--- config.mk ---
export PLATFORM = sky130hd
export DESIGN_NAME = gpr_wb_arbiter
export DESIGN_NICKNAME = d
export VERILOG_FILES = /design/src/rtl/gpr_wb_arbiter.sv
export SDC_FILE = /design/constraint.sdc
export NUM_CORES = 1
export LEC_CHECK = 0
export CAP_MARGIN = 10
export CELL_PAD_IN_SITES_DETAIL_PLACEMENT = 0
export CELL_PAD_IN_SITES_GLOBAL_PLACEMENT = 1
export CORE_MARGIN = 3
export CORE_UTILIZATION = 45
export CTS_CLUSTER_DIAMETER = 100
export DETAILED_ROUTE_END_ITERATION = 8
export DONT_BUFFER_PORTS = 1
export PLACE_DENSITY = 0.84
export SYNTH_ARGS = -nofsm -noshare
export SYNTH_HDL_FRONTEND = slang
export SYNTH_SLANG_ARGS = --single-unit
--- constraint.sdc ---
create_clock -name clk -period 11.4 [get_ports clk]
set_input_delay 2.85 -clock clk [delete_from_list [all_inputs] [get_ports clk]]
set_output_delay 2.85 -clock clk [all_outputs]
set_load 0.01 [all_outputs]
--- src/rtl/gpr_wb_arbiter.sv ---
// Round-robin write-back arbiter: three result sources onto the two GPR write ports.
// Optional statistics counters are built when GPR_WB_STATS_EN is defined.
`ifndef GPR_DEPTH
`define GPR_DEPTH 5
`endif
`ifndef GPR_WIDTH
`define GPR_WIDTH 32
`endif

module gpr_wb_arbiter #(
    parameter int AW     = `GPR_DEPTH,
    parameter int DW     = `GPR_WIDTH,
    parameter int STAT_W = 16
) (
    input  logic              clk,
    input  logic              rst_n,
    input  logic              req0_valid,
    input  logic [AW-1:0]     req0_addr,
    input  logic [DW-1:0]     req0_data,
    output logic              req0_ready,
    input  logic              req1_valid,
    input  logic [AW-1:0]     req1_addr,
    input  logic [DW-1:0]     req1_data,
    output logic              req1_ready,
    input  logic              req2_valid,
    input  logic [AW-1:0]     req2_addr,
    input  logic [DW-1:0]     req2_data,
    output logic              req2_ready,
    output logic              wr0,
    output logic [AW-1:0]     waddr0,
    output logic [DW-1:0]     wd0,
    output logic              wr1,
    output logic [AW-1:0]     waddr1,
    output logic [DW-1:0]     wd1
`ifdef GPR_WB_STATS_EN
    ,
    output logic [STAT_W-1:0] stat_wr_cnt,
    output logic [STAT_W-1:0] stat_stall_cnt
`endif
);

    // Index 3 is a never-valid pad so a 2-bit index can never fall outside the arrays.
    logic [3:0]    valid;
    logic [AW-1:0] addr [4];
    logic [DW-1:0] data [4];

    assign valid = {1'b0, req2_valid, req1_valid, req0_valid};
    assign addr  = '{req0_addr, req1_addr, req2_addr, '0};
    assign data  = '{req0_data, req1_data, req2_data, '0};

    logic [1:0] rr_ptr;
    logic [3:0] grant;
    logic       s0_vld, s1_vld;
    logic [1:0] s0_idx, s1_idx;
    logic [1:0] last_idx;

    function automatic logic [1:0] ptr_add(input logic [1:0] p, input logic [1:0] k);
        logic [2:0] s;
        s = {1'b0, p} + {1'b0, k};
        return (s >= 3'd3) ? 2'(s - 3'd3) : s[1:0];
    endfunction

    // NOTE: every variable gets a default before the scan so no latch is inferred, and
    // blocking assignments are used so later iterations see the slot-0 choice immediately.
    always_comb begin
        grant  = '0;
        s0_vld = 1'b0;
        s1_vld = 1'b0;
        s0_idx = '0;
        s1_idx = '0;
        for (int i = 0; i < 3; i++) begin
            logic [1:0] idx;
            idx = ptr_add(rr_ptr, 2'(i));
            if (valid[idx]) begin
                if (!s0_vld) begin
                    s0_vld     = 1'b1;
                    s0_idx     = idx;
                    grant[idx] = 1'b1;
                end else if (!s1_vld && addr[idx] != addr[s0_idx]) begin
                    s1_vld     = 1'b1;
                    s1_idx     = idx;
                    grant[idx] = 1'b1;
                end
            end
        end
        last_idx = s1_vld ? s1_idx : s0_idx;
    end

    // Grants are suppressed while reset is held so no source believes it transferred.
    assign req0_ready = grant[0] & rst_n;
    assign req1_ready = grant[1] & rst_n;
    assign req2_ready = grant[2] & rst_n;

    // Idle ports mirror or hold so the GPR bypass never forwards stale data.
    // NOTE: sequential state uses non-blocking assignments so all flops update together.
    always_ff @(posedge clk or negedge rst_n) begin
        if (!rst_n) begin
            wr0    <= 1'b0;
            wr1    <= 1'b0;
            waddr0 <= '0;
            waddr1 <= '0;
            wd0    <= '0;
            wd1    <= '0;
            rr_ptr <= '0;
        end else if (s0_vld) begin
            wr0    <= 1'b1;
            waddr0 <= addr[s0_idx];
            wd0    <= data[s0_idx];
            wr1    <= s1_vld;
            waddr1 <= s1_vld ? addr[s1_idx] : addr[s0_idx];
            wd1    <= s1_vld ? data[s1_idx] : data[s0_idx];
            rr_ptr <= ptr_add(last_idx, 2'd1);
        end else begin
            wr0 <= 1'b0;
            wr1 <= 1'b0;
        end
    end

`ifdef GPR_WB_STATS_EN
    logic [1:0]      n_grant;
    logic [1:0]      n_valid;
    logic [1:0]      n_stall;
    logic [STAT_W:0] wr_sum;
    logic [STAT_W:0] stall_sum;

    assign n_grant   = 2'(s0_vld) + 2'(s1_vld);
    assign n_valid   = 2'(valid[0]) + 2'(valid[1]) + 2'(valid[2]);
    assign n_stall   = n_valid - n_grant;
    assign wr_sum    = {1'b0, stat_wr_cnt} + (STAT_W + 1)'(n_grant);
    assign stall_sum = {1'b0, stat_stall_cnt} + (STAT_W + 1)'(n_stall);

    // The carry-out bit of each sum flags saturation.
    always_ff @(posedge clk or negedge rst_n) begin
        if (!rst_n) begin
            stat_wr_cnt    <= '0;
            stat_stall_cnt <= '0;
        end else begin
            stat_wr_cnt    <= wr_sum[STAT_W]    ? '1 : wr_sum[STAT_W-1:0];
            stat_stall_cnt <= stall_sum[STAT_W] ? '1 : stall_sum[STAT_W-1:0];
        end
    end
`endif

endmodule

==> results.sh <==
export IMPL_status="finished clean"
export IMPL_power_mw=2.42
export IMPL_synth_distinct_cells=62
export IMPL_io_pins=195
export IMPL_p_per_area_mw_per_mm2=386
export IMPL_top_usage_layer="met2"
export IMPL_die_height_um=121
export IMPL_ys_ff_latch=78
export IMPL_ant_nets=0
export IMPL_netlist_top_cells_area="dfrtp_1 33%, nor2_1 10%, mux2i_1 8.4%"
export IMPL_crit_arrival_ps=5450
export IMPL_root_buffer="clkbuf_16"
export IMPL_synthesis_area_mm2=0.00597
export IMPL_maxCapViolCount=0
export IMPL_fmax_mhz=121
export IMPL_hold_end="wd0[31]"
export IMPL_slowest_stage="a222oi_1"
export IMPL_cts_setup_buffers=0
export IMPL_stdcell_count=906
export IMPL_start_kind="primary input"
export IMPL_numCtsBuffers=9
export IMPL_postCtsResizedCells=0
export IMPL_clk_path_buf_depth=2
export IMPL_r2r_slack_ps=6450
export IMPL_hold_class="reg -> reg"
export IMPL_clock_sinks=78
export IMPL_period_needed_ps=8300
export IMPL_grt_use_total=0.259
export IMPL_initial_core_util=0.468
export IMPL_ys_warn_count=0
export IMPL_yosysMostFrequentCell="nor2_1"
export IMPL_synthArstFlopShare=1.00
export IMPL_worstSetupPathType="in -> out"
export IMPL_grtUsageMet3=0.0774
export IMPL_diodes=0
export IMPL_critPathMaxFanout=9
export IMPL_fin_crit_sh=0.728
export IMPL_drc=0
export IMPL_seq_area_frac_synth=0.327
export IMPL_grt_pass1_wl_mm=30.6
export IMPL_finalSetupTns_ps=0
export IMPL_met1_usage=0.327
export IMPL_yosysTopAreaCellShare=0.327
export IMPL_clk_latency_ps=330
export IMPL_portBuffers=0
export IMPL_fp_dieArea_mm2=0.0147
export IMPL_ys_top_cells_by_count="164 x nor2_1, 95 x nand2_1, 78 x dfrtp_1, 67 x o21ai_0, 50 x mux2i_1"
export IMPL_syn_nets=900
export IMPL_rsz0062_at_grt="false"
export IMPL_clkTransAtPathRegs_ps=60
export IMPL_utilization=0.490
export IMPL_grt_max_degree=82
export IMPL_nets=850
export IMPL_avgSynthCellArea_um2=7.67
export IMPL_cp_required_ps=8550
export IMPL_routed_via_density=6.42
export IMPL_dp_cells=890
export IMPL_rows=41
export IMPL_synthCells=779
export IMPL_critPathBufInv=0
export IMPL_syn2layout_area_growth_pct=4.88
export IMPL_wl_per_cell_um=21.6
export IMPL_cpPeakStageDelay_ps=420
export IMPL_first_pass_iters=5
export IMPL_end_kind="primary output"
export IMPL_worst_pin_slew_ps=1260
export IMPL_yosysTopAreaCell="dfrtp_1"
export IMPL_maxSlewViolCount=0
export IMPL_finalHoldViolations=0
export IMPL_drtIter0Drc=558
export IMPL_overflow=0
export IMPL_worstPathCellList="nand3b_1 > o211ai_1 > nand2_2 > a222oi_1 > o221ai_1 > a41o_1 > and2_1 > o21ai_0 > nand3_1 > a21boi_0"
export IMPL_min_path_cells=2
export IMPL_htreeDepth=3
export IMPL_met2_usage=0.427
export IMPL_place_gp_congestion=0.928
export IMPL_r2r_cells=12
export IMPL_cts_tree="built"
export IMPL_worstHoldStart="wd0[31]"
export IMPL_synth_flop_cell="dfrtp_1"
export IMPL_vias=5817
export IMPL_die_w_um=121
export IMPL_fin_skew_ps=5.18
export IMPL_antenna_found_initial=0
export IMPL_wl_mm=19.6
export IMPL_crit_family="compound AO/OA/AOI/OAI gates"
export IMPL_drive_gt1_frac=0.0599
export IMPL_core_area_mm2=0.0128
export IMPL_leakage_nw=2.61
export IMPL_synth_edff_count=0
export IMPL_crit_reg2reg_launch="rr_ptr[0]"
export IMPL_setup_violations=0
export IMPL_dp_hpwl_mm=12.5
export IMPL_max_vdd_ir_drop_mv=0.252
export IMPL_rr_endpoint="wd1[16]"
export IMPL_postCtsHoldBufs=0
export IMPL_path_depth=10
export IMPL_relSlewSlack=0.158
export IMPL_grt_pass1_vias=5751
-- placed cells by master (no fill, tap or decap), types with 10 or more instances in the layout --
cell,instances
nor2_1,163
nand2_1,95
dfrtp_1,78
o21ai_0,67
mux2i_1,50
a311oi_1,40
and2_1,40
a211oi_1,38
o21ai_1,23
a21oi_1,10
-- registers in the layout, indices dropped and copies added, names as in the netlist --
register / cells
wd0: 32
wd1: 32
waddr0: 5
waddr1: 5
rr_ptr: 2
wr0: 1
wr1: 1
-- power by group --
group / switching [mW] / total (mW) / internal, mW / leakage (nW)
logic: 0.976 / 1.49 / 0.519 / 1.55
clock network: 0.117 / 0.293 / 0.176 / 0.150
registers: 0.185 / 0.633 / 0.448 / 0.907
-- how the worst max path moves through the flow --
stage | startpoint | end | slack, ps
2_1_floorplan | req1_valid | req0_ready | 3460
3_3_place_gp | req2_valid | req0_ready | 3280
3_5_place_dp | req2_valid | req0_ready | 3190
4_1_cts | req2_valid | req0_ready | 3170
5_1_grt | req2_valid | req0_ready | 2970
6_report | req2_valid | req0_ready | 3100
-- cells by family (layout without fill, tap and decap cells) --
kind of cell             Yosys count  after routing  share of synthesized area
flip-flops                        78             78                      0.327
XOR/XNOR                          14             14                     0.0205
AO/OA/AOI/OAI                    215            215                      0.246
adder cells (fa/ha/maj)            5              5                     0.0105
AND/OR/NAND/NOR                  335            335                      0.248
multiplexers                      51             51                     0.0857
buffers and inverters             81             36                     0.0628
-- through the flow --
step | hold WS [ps] | setup WS (ps) | instance area (µm²)
finish | 606 | 3100 | 6260
global route | 619 | 2970 | 6260
CTS | 603 | 3170 | 6260
detailed placement | 590 | 3190 | 5960
global placement | 576 | 3280 | 5960
floorplan | 550 | 3460 | 5970
-- routing by layer --
layer,routed length (µm),share of wire,vias to the layer above
li1,-,-,2645
met1,7950,0.41,2812
met2,9080,0.46,329
met3,2240,0.11,31
met4,298,0.015,0
met5,0,0,-
-- layout make-up --
| type | count | area, µm² |
|---|---|---|
| clock inverters | 5 | 57.6 |
| clock buffers | 11 | 243 |
| repair buffers | 9 | 67.6 |
| multi-input cells | 620 | 3690 |
| fillers | 1250 | 6510 |
| flip-flops and latches | 78 | 1950 |
| inverters | 11 | 41.3 |
| well taps | 172 | 215 |
-- worst min-delay path, delay by kind of cell, from the launching register on --
family	cells	cell delay [ps]
flops	1	410
simple gates	2	150
Note: power is estimated with default switching activity, not from simulation.
